==> src/rtl/lms_training_source_if.sv <==
`default_nettype none
// ============================================================================
//  Module      : lms_training_source_if
//  Description : Control/data bundle between a controller (master) and the
//                LMS training-stimulus generator (slave).
//                  start      - one-cycle run request
//                  train_len  - number of samples to emit
//                  amp        - PN symbol magnitude (positive)
//                  h0, h1     - plant taps, signed Q1.(W1-1)
//                  x_out      - reference sample (to LMS x_in)
//                  d_out      - plant response (to LMS d_in)
//                  valid      - x_out/d_out carry a new sample
//                  busy       - generator not idle
//                  done       - one-cycle end-of-run pulse
//  Revision    : 1.0  initial release
// ============================================================================
interface lms_training_source_if #(
  parameter int W1 = 16,
  parameter int CW = 16
);
  logic          start;
  logic [CW-1:0] train_len;
  logic [W1-1:0] amp;
  logic [W1-1:0] h0;
  logic [W1-1:0] h1;
  logic [W1-1:0] x_out;
  logic [W1-1:0] d_out;
  logic          valid;
  logic          busy;
  logic          done;

  modport master (
    output start, train_len, amp, h0, h1,
    input  x_out, d_out, valid, busy, done
  );

  modport slave (
    input  start, train_len, amp, h0, h1,
    output x_out, d_out, valid, busy, done
  );
endinterface
`default_nettype wire

==> src/rtl/lms_training_source.sv <==
`default_nettype none
// ============================================================================
//  Module      : lms_training_source
//  Description : PN training-stimulus generator for an LMS adaptive FIR.
//                Emits a +/-amp PN reference x[n] and the response
//                d[n] = sat((h0*s[n] + h1*s[n-1]) >>> (W1-1)) of a 2-tap
//                plant, one aligned sample per clock, for train_len samples.
//  Ports       : clk    - rising-edge clock
//                rst_n  - asynchronous active-low reset
//                bus    - slave side of lms_training_source_if
//                         (start/train_len/amp/h0/h1 in,
//                          x_out/d_out/valid/busy/done out)
//  Revision    : 1.0  initial release
// ============================================================================
module lms_training_source #(
  parameter int          W1        = 16,
  parameter int          CW        = 16,
  parameter logic [15:0] LFSR_INIT = 16'hACE1
) (
  input  wire                    clk,
  input  wire                    rst_n,
  lms_training_source_if.slave   bus
);

  localparam int PW = 2 * W1;      // full product width
  localparam int SW = 2 * W1 + 1;  // sum width (one guard bit)

  typedef enum logic [1:0] {
    S_IDLE  = 2'd0,
    S_RUN   = 2'd1,
    S_DRAIN = 2'd2,
    S_DONE  = 2'd3
  } state_e;

  // --------------------------------------------------------------------------
  // Helpers
  // --------------------------------------------------------------------------
  // x^16+x^14+x^13+x^11+1 Fibonacci step: feedback from taps 0,2,3,5.
  function automatic logic [15:0] f_lfsr_step(input logic [15:0] v);
    return {v[0] ^ v[2] ^ v[3] ^ v[5], v[15:1]};
  endfunction

  function automatic logic [W1-1:0] f_sym(input logic neg, input logic [W1-1:0] a);
    return neg ? -a : a;
  endfunction

  // Full-width signed product via explicit sign extension; the low PW bits
  // of the extended multiply are the exact two's complement result.
  function automatic logic [PW-1:0] f_smul(input logic [W1-1:0] a, input logic [W1-1:0] b);
    logic [PW-1:0] ea;
    logic [PW-1:0] eb;
    ea = {{W1{a[W1-1]}}, a};
    eb = {{W1{b[W1-1]}}, b};
    return ea * eb;
  endfunction

  // --------------------------------------------------------------------------
  // State
  // --------------------------------------------------------------------------
  state_e         state_q,  state_d;
  logic           drain_q,  drain_d;
  logic [CW-1:0]  cnt_q,    cnt_d;
  logic [CW-1:0]  len_q,    len_d;
  logic [W1-1:0]  amp_q,    amp_d;
  logic [W1-1:0]  h0_q,     h0_d;
  logic [W1-1:0]  h1_q,     h1_d;
  logic [15:0]    lfsr_q,   lfsr_d;

  // Stage 1: symbol register and symbol delay line
  logic [W1-1:0]  sym_q,    sym_d;
  logic [W1-1:0]  prev_q,   prev_d;
  // Stage 2: product registers and aligned x
  logic [PW-1:0]  p0_q,     p0_d;
  logic [PW-1:0]  p1_q,     p1_d;
  logic [W1-1:0]  xp_q,     xp_d;
  logic           pv_q,     pv_d;
  // Stage 3: outputs
  logic [W1-1:0]  x_q,      x_d;
  logic [W1-1:0]  d_q,      d_d;
  logic           v_q,      v_d;

  logic           w_accept;
  logic           w_run;
  logic           w_last_sym;
  logic signed [SW-1:0] w_sum;
  logic signed [SW-1:0] w_shift;
  logic           w_ovf_hi;
  logic           w_ovf_lo;
  logic [W1-1:0]  w_sat;

  assign w_accept   = (state_q == S_IDLE) && bus.start;
  assign w_run      = (state_q == S_RUN);
  assign w_last_sym = (cnt_q == (len_q - CW'(1)));

  // --------------------------------------------------------------------------
  // Sum, arithmetic shift (floor) and saturation
  // --------------------------------------------------------------------------
  assign w_sum   = $signed({p0_q[PW-1], p0_q}) + $signed({p1_q[PW-1], p1_q});
  assign w_shift = w_sum >>> (W1 - 1);

  // Value fits in W1 bits only if every bit above the W1-bit sign matches it.
  assign w_ovf_hi = !w_shift[SW-1] &&  (|w_shift[SW-2:W1-1]);
  assign w_ovf_lo =  w_shift[SW-1] && !(&w_shift[SW-2:W1-1]);

  always_comb begin
    w_sat = w_shift[W1-1:0];
    if (w_ovf_hi) begin
      w_sat = {1'b0, {(W1-1){1'b1}}};
    end else if (w_ovf_lo) begin
      w_sat = {1'b1, {(W1-1){1'b0}}};
    end
  end

  // --------------------------------------------------------------------------
  // FSM next state
  // --------------------------------------------------------------------------
  always_comb begin
    state_d = state_q;
    drain_d = 1'b0;
    case (state_q)
      S_IDLE: begin
        if (bus.start) begin
          state_d = (bus.train_len == '0) ? S_DONE : S_RUN;
        end
      end
      S_RUN: begin
        if (w_last_sym) begin
          state_d = S_DRAIN;
        end
      end
      S_DRAIN: begin
        // Two flush cycles: drain_q is 0 in the first, 1 in the second.
        drain_d = ~drain_q;
        if (drain_q) begin
          state_d = S_DONE;
        end
      end
      S_DONE: begin
        state_d = S_IDLE;
      end
      default: begin
        state_d = S_IDLE;
      end
    endcase
  end

  // --------------------------------------------------------------------------
  // Datapath next state
  // --------------------------------------------------------------------------
  always_comb begin
    cnt_d  = cnt_q;
    len_d  = len_q;
    amp_d  = amp_q;
    h0_d   = h0_q;
    h1_d   = h1_q;
    lfsr_d = lfsr_q;
    sym_d  = sym_q;
    prev_d = prev_q;
    p0_d   = p0_q;
    p1_d   = p1_q;
    xp_d   = xp_q;
    pv_d   = w_run;
    x_d    = x_q;
    d_d    = d_q;
    v_d    = pv_q;

    if (w_accept) begin
      len_d  = bus.train_len;
      amp_d  = bus.amp;
      h0_d   = bus.h0;
      h1_d   = bus.h1;
      cnt_d  = '0;
      prev_d = '0;
      // The first symbol is taken from the seed right at accept so the symbol
      // register already holds s[0] in the first RUN cycle; the LFSR is
      // advanced past it so each RUN cycle then fetches the following symbol.
      sym_d  = f_sym(LFSR_INIT[0], bus.amp);
      lfsr_d = f_lfsr_step(LFSR_INIT);
    end else if (w_run) begin
      p0_d   = f_smul(h0_q, sym_q);
      p1_d   = f_smul(h1_q, prev_q);
      xp_d   = sym_q;
      prev_d = sym_q;
      sym_d  = f_sym(lfsr_q[0], amp_q);
      lfsr_d = f_lfsr_step(lfsr_q);
      cnt_d  = cnt_q + CW'(1);
    end

    // Outputs hold their last values whenever no new sample arrives.
    if (pv_q) begin
      x_d = xp_q;
      d_d = w_sat;
    end
  end

  // --------------------------------------------------------------------------
  // Registers
  // --------------------------------------------------------------------------
  always_ff @(posedge clk or negedge rst_n) begin
    if (!rst_n) begin
      state_q <= S_IDLE;
      drain_q <= 1'b0;
      cnt_q   <= '0;
      len_q   <= '0;
      amp_q   <= '0;
      h0_q    <= '0;
      h1_q    <= '0;
      lfsr_q  <= LFSR_INIT;
      sym_q   <= '0;
      prev_q  <= '0;
      p0_q    <= '0;
      p1_q    <= '0;
      xp_q    <= '0;
      pv_q    <= 1'b0;
      x_q     <= '0;
      d_q     <= '0;
      v_q     <= 1'b0;
    end else begin
      state_q <= state_d;
      drain_q <= drain_d;
      cnt_q   <= cnt_d;
      len_q   <= len_d;
      amp_q   <= amp_d;
      h0_q    <= h0_d;
      h1_q    <= h1_d;
      lfsr_q  <= lfsr_d;
      sym_q   <= sym_d;
      prev_q  <= prev_d;
      p0_q    <= p0_d;
      p1_q    <= p1_d;
      xp_q    <= xp_d;
      pv_q    <= pv_d;
      x_q     <= x_d;
      d_q     <= d_d;
      v_q     <= v_d;
    end
  end

  // --------------------------------------------------------------------------
  // Outputs
  // --------------------------------------------------------------------------
  assign bus.x_out = x_q;
  assign bus.d_out = d_q;
  assign bus.valid = v_q;
  assign bus.busy  = (state_q != S_IDLE);
  assign bus.done  = (state_q == S_DONE);

endmodule
`default_nettype wire

==> src/flat_wrapper.sv <==
// flat-port wrapper written by rule: the top's interface ports become plain ports
module lms_training_source_flat 
#(
  parameter int          W1        = 16,
  parameter int          CW        = 16,
  parameter logic [15:0] LFSR_INIT = 16'hACE1
)
  (clk, rst_n, bus_start, bus_train_len, bus_amp, bus_h0, bus_h1, bus_x_out, bus_d_out, bus_valid, bus_busy, bus_done);
  lms_training_source_if #(.W1(W1), .CW(CW)) bus_i ();
  input  wire clk;
  input  wire rst_n;
  input wire logic [$bits(bus_i.start)-1:0] bus_start;
  input wire logic [$bits(bus_i.train_len)-1:0] bus_train_len;
  input wire logic [$bits(bus_i.amp)-1:0] bus_amp;
  input wire logic [$bits(bus_i.h0)-1:0] bus_h0;
  input wire logic [$bits(bus_i.h1)-1:0] bus_h1;
  output wire logic [$bits(bus_i.x_out)-1:0] bus_x_out;
  output wire logic [$bits(bus_i.d_out)-1:0] bus_d_out;
  output wire logic [$bits(bus_i.valid)-1:0] bus_valid;
  output wire logic [$bits(bus_i.busy)-1:0] bus_busy;
  output wire logic [$bits(bus_i.done)-1:0] bus_done;
  assign bus_i.start = bus_start;
  assign bus_i.train_len = bus_train_len;
  assign bus_i.amp = bus_amp;
  assign bus_i.h0 = bus_h0;
  assign bus_i.h1 = bus_h1;
  assign bus_x_out = bus_i.x_out;
  assign bus_d_out = bus_i.d_out;
  assign bus_valid = bus_i.valid;
  assign bus_busy = bus_i.busy;
  assign bus_done = bus_i.done;
  lms_training_source #(.W1(W1), .CW(CW), .LFSR_INIT(LFSR_INIT)) u_core (.clk(clk), .rst_n(rst_n), .bus(bus_i));
endmodule
==> config.mk <==
export PLATFORM = sky130hd
export DESIGN_NAME = lms_training_source_flat
export DESIGN_NICKNAME = d
export VERILOG_FILES = /design/src/rtl/lms_training_source_if.sv /design/src/rtl/lms_training_source.sv /design/src/flat_wrapper.sv
export SDC_FILE = /design/constraint.sdc
export NUM_CORES = 2
export LEC_CHECK = 0
export ABC_AREA = 1
export CAP_MARGIN = 20
export CORE_ASPECT_RATIO = 0.75
export CORE_MARGIN = 2
export CORE_UTILIZATION = 70
export DETAILED_ROUTE_END_ITERATION = 16
export PLACE_DENSITY = 0.89
export SLEW_MARGIN = 20
export SYNTH_ARGS = -nofsm -noshare
export SYNTH_HDL_FRONTEND = slang
export SYNTH_SLANG_ARGS = --single-unit
==> constraint.sdc <==
create_clock -name clk -period 8.59 [get_ports clk]
set_input_delay 0.859 -clock clk [delete_from_list [all_inputs] [get_ports clk]]
set_output_delay 0.859 -clock clk [all_outputs]
set_load 0.005 [all_outputs]
# --- After elaboration in Yosys (flattened, before gate mapping) ---
# Cells that the tools add are included.
# W data, S select, Z words.
totals:
  latch_bits: 0
  rom_bits: 0
  in_bits: 67
  register_bits: 245
  mem_bits_rw: 0
  word_cells: 66
  n_memories: 0
classes:
  n_lt_le_gt_ge: 0
  eq_ne: 7
  n_addsub: 5
  shifts: 0
  n_bitwise: 5
  reduce_logical: 13
  muxes: 17
  n_mul: 2
  n_div: 0
op_table:
  columns: ["cell", "n"]
  rows:
  - ["$mux W16", 11]
  - ["$mul A16 B16 Y32", 2]
  - ["$add A32 B32 Y33", 1]
  - ["$neg A16 Y16", 2]
  - ["$add A16 B1 Y16 const B", 1]
  - ["$eq A16 B16 Y1", 1]
  - ["$logic_not A16 Y1", 1]
  - ["$sub A16 B1 Y16 const B", 1]
  - ["$mux W2", 4]
  - ["$pmux W2 S4", 1]
  - ["$reduce_and A3 Y1", 2]
  - ["$eq A2 B2 Y1 const B", 2]
  - ["$ne A2 B2 Y1 const B", 2]
  - ["$reduce_bool A2 Y1", 2]
  - ["$logic_and A1 B1 Y1", 3]
  - ["$reduce_or A3 Y1", 1]
  - ["$xor A1 B1 Y1", 3]
  - ["$eq A2 B1 Y1 const B", 1]
  - ["$logic_not A1 Y1", 2]
  - ["$logic_not A2 Y1", 1]
  - ["$ne A2 B1 Y1 const B", 1]
  - ["$not A1 Y1", 2]
  - ["$reduce_and A2 Y1", 1]
  - ["$mux W1", 1]

# --- Logic depth before layout (Yosys ltp) ---
logic_depth:
  ltp_word: 6
  mapped_depth: 27
  mapped_depth_nobuf: 25

# --- Least setup slack after synthesis ---
# Ideal clock, no wire load.
synth_path:
  path_kind: "reg2reg"
  startpoint: "reg u_core.h1_q[15]"
  endpoint: "reg u_core.p1_q[24]"
  path_slack_ns: 2.931
  path_stages_with_launch: 21
  t_required_ns: 8.472
  setup_time_ns: 0.118
  t_arrival_ns: 5.541
  path_cell_list: "dfrtp_1 -> clkbuf_1 -> clkbuf_1 -> nand2_1 -> inv_1 -> fa_1 -> fa_1 -> fa_1 -> fa_1 -> fa_1 -> inv_1 -> fa_1 -> inv_1 -> ha_1 -> a21oi_1 -> o21ai_0 -> a21oi_1 -> nand3_1 -> or2_2 -> nand3_1 -> nand2_1"
synth_via:
  elab_chain_cells: 1
synth_lines:
  columns: ["element", "line", "text"]
  rows:
  - ["from (decl)", "lms_training_source.sv:66", "logic [W1-1:0] h1_q, h1_d;"]
  - ["from (signal assigned)", "lms_training_source.sv:207", "h1_q <= '0;"]
  - ["from (signal assigned)", "lms_training_source.sv:225", "h1_q <= h1_d;"]
  - ["$mul A16 B16 Y32", "lms_training_source.sv:54", "return ea * eb;"]
  - ["to (signal assigned)", "lms_training_source.sv:230", "p1_q <= p1_d;"]
  - ["to (decl)", "lms_training_source.sv:74", "logic [PW-1:0] p1_q, p1_d;"]
# Every way passes these cells.
# A chain may end at the register's enable or synchronous reset.

# --- Final worst setup path ---
layout_path:
  startpoint: "reg u_core.h1_q[15]"
  endpoint: "reg u_core.p1_q[28]"
# Same word-level chain as after synthesis.

==> flow_summary.ini <==
[grt]
grt_pass1_vias = 29300
antenna_found_initial = 1
gr-total-overflow = 0
grt_max_degree = 110
grt_first_pass_wirelength_mm = 145
grt_usage = 0.362

[setup_path]
worst-path-max-fanout = 17
reg2reg_slack_ps = 2080
regToRegStartpoint = u_core.h1_q[15]
crit_family = adder cells
crit_path_frequent_cell = fa_1
r2r-end = u_core.p1_q[28]
max_stage_delay_ps = 920
required_ps = 9100
critPathLaunchType = register
cp_data_arrival_time_ps = 7020
cp_cell_sequence = nand2_1 -> inv_1 -> fa_1 -> fa_1 -> fa_1 -> fa_1 -> fa_1 -> inv_1 -> fa_1 -> inv_1 -> ha_1 -> nand2_1 -> nor2_1 -> inv_1 -> nor3_1 -> o21ai_0 -> nand3_1 -> nand2_1 -> a31oi_1
crit_type = reg -> reg
cp-end-kind = register
critPathBufInv = 4
slowest_stage = fa_1
ff2ff_path_depth = 19

[timing]
rsz0062_at_grt = no
slew_headroom = 0.294
period_needed_ps = 6510
post-route-period-util = 0.758
tightest_slew_ps = 1060
final_max_slew_viol_count = 0
setup_violations = 0
fmax_mhz = 154
finalSetupTns_ps = 0
hold_viol = 0
clock-skew-final_ps = 32.9
whs_ps = 325

[outcome]
status = complete, no violations

[clock_tree]
cts_tree = yes
cts_hold_buf = 0
cts_resized = 0
htreeDepth = 1
cts_sinks = 245
clk_latency_ps = 600
post-cts-setup-buffers = 0
cts_buffer_depth = 3
cts_buffers = 27
cts-root-buf = clkbuf_16
clk_pin_slew_ps = 70

[drt]
antenna_left = 0
drt_first_iter_violations = 3015
drc_errors = 0
vias = 28100
drt-wirelength-per-cell_microns = 17.4
viasPerCell = 5.64
wl_mm = 86.4
drtPass1Iterations = 6

[logic_synthesis]
synth_area_leader_cell = fa_1
syn-cell-area_sq_um = 33600
ys_types = 51
synth_seq_cells = 245
synth_area_leaders = fa_1 (31%), dfrtp_1 (18%), nand2_1 (13%)
synth_top_area_share = 0.312
synth-seq-area-share = 0.183
syn_avg_cell_area_sq_um = 7.74
syn-num-nets = 5144
synth_edf_count = 0
synth-main-ff-cell = dfrtp_1
synth_async_sr_flop_share = 1.00
synthCells = 4349
yosys_warnings = 0

[flow_run]
cap_violations = 0

[floorplan]
num_rows = 69
ios = 102
core_area_sq_um = 47400
die_h_microns = 194
initial_utilization = 0.710
dieArea_sq_um = 49800
die_x_microns = 257

[layout]
area_growth_syn_to_layout_pct = 6.31
final_cells = 4972
final_cell_mix = nand2_1 (1177), inv_1 (1026), fa_1 (524)
layout_commonest_cell = nand2_1
post-route-util = 0.755
drive_gt1_frac = 0.0422
nets = 5106

[placement]
io_buffers = 101
placedCellCount = 4921
hpwl_mm = 67.6
globalplace.congestion = 1.01

[worst_hold_path]
hp-class = in -> async
-- area by class of cell --
type | count | area (sq um)
antenna | 1 | 2.50
clock buffer | 31 | 691
clock inverter | 19 | 219
fill | 3358 | 11600
inverter | 1040 | 3910
multi-input combinational | 2886 | 22900
sequential | 245 | 6140
tap | 639 | 800
timing repair buffer | 111 | 1090
-- registers in the layout, summed over array words and instances (netlist names), 16 cells and up --
register and count:
u_core.len_q 16, u_core.prev_q 16, u_core.bus.d_out 16, u_core.p1_q 32, u_core.cnt_q 16, u_core.xp_q 16
u_core.h1_q 16, u_core.sym_q 16, u_core.bus.x_out 16, u_core.p0_q 32, u_core.lfsr_q 16, u_core.h0_q 16
u_core.amp_q 16
-- worst reg2reg max path: cells and delay by family, from the launching register on --
kind | cells | cell delay, ps
fa+ha+maj | 7 | 3880
compound gates | 2 | 440
buf+inv | 4 | 350
flops | 1 | 770
simple gates | 6 | 1010
-- Yosys cell counts, types with 2 or more instances --
| cell | count |
|---|---|
| xnor2_1 | 43 |
| nor2_1 | 215 |
| a21oi_2 | 16 |
| nand3_2 | 2 |
| dfstp_2 | 8 |
| o311ai_0 | 3 |
| nand2_4 | 2 |
| o211ai_1 | 4 |
| nor2_2 | 8 |
| a221oi_1 | 2 |
| buf_2 | 3 |
| clkbuf_1 | 157 |
| nor4_1 | 9 |
| a31oi_1 | 17 |
| nand2_1 | 1178 |
| o21a_1 | 5 |
| or2_1 | 2 |
| a22oi_1 | 7 |
| nand3b_1 | 11 |
| nor3_1 | 37 |
| o21ai_1 | 3 |
| a211oi_1 | 5 |
| o21ai_0 | 157 |
| buf_1 | 16 |
| nor2_4 | 5 |
| a21o_1 | 5 |
| a21boi_0 | 4 |
| nand3_1 | 130 |
| o22ai_1 | 10 |
| a21oi_1 | 123 |
| o31ai_1 | 2 |
| fa_1 | 524 |
| ha_1 | 204 |
| dfrtp_1 | 237 |
| inv_2 | 11 |
| nand2_2 | 30 |
| nor3_2 | 3 |
| xor2_1 | 32 |
| inv_1 | 1029 |
| nand4_1 | 30 |
| o21bai_1 | 19 |
| or2_2 | 32 |
-- through the flow --
step                worst slack, ps  cell area (sq um)
finish                         2080              35800
global route                   1740              35800
CTS                            2240              35800
detailed placement             2270              34800
global placement               2410              34800
floorplan                      2930              33600
-- metal layers --
| metal | track usage | up-vias | wire (microns) |
|---|---|---|---|
| met5 | 0.00575 | - | 37 |
| met4 | 0.106 | 2 | 2560 |
| met3 | 0.0916 | 242 | 9990 |
| met2 | 0.568 | 1539 | 38800 |
| met1 | 0.503 | 13500 | 35100 |
| li1 | - | 12800 | - |
-- how the worst max path moves through the flow --
| stage | start | endpoint | slack, ps | cells after the start |
|---|---|---|---|---|
| 5_1_grt | u_core.h1_q[15] | u_core.p1_q[28] | 1740 | 19 |
| 4_1_cts | u_core.h1_q[15] | u_core.p1_q[28] | 2240 | 19 |
| 6_report | u_core.h1_q[15] | u_core.p1_q[28] | 2080 | 19 |
| 3_3_place_gp | u_core.h1_q[15] | u_core.p1_q[28] | 2410 | 19 |
| 2_1_floorplan | u_core.h1_q[15] | u_core.p1_q[24] | 2930 | 20 |
| 3_5_place_dp | u_core.h1_q[15] | u_core.p1_q[28] | 2270 | 19 |
-- kinds of logic (layout without fill, tap and decap cells) --
family,Yosys count,after routing,share of synthesized area
muxes,1,1,0.000298
xor gates and xnor gates,75,75,0.0195
buffers and inverters,1218,1201,0.137
and+or+nand+nor,1694,1694,0.207
other,0,1,0
adders and majority gates,728,728,0.388
AOI/OAI and AO/OA,388,388,0.0659
DFF,245,245,0.183
Power is left out: the tool's default activity adds up to more than one toggle a clock period on the data nets, which glitch-free logic cannot reach.
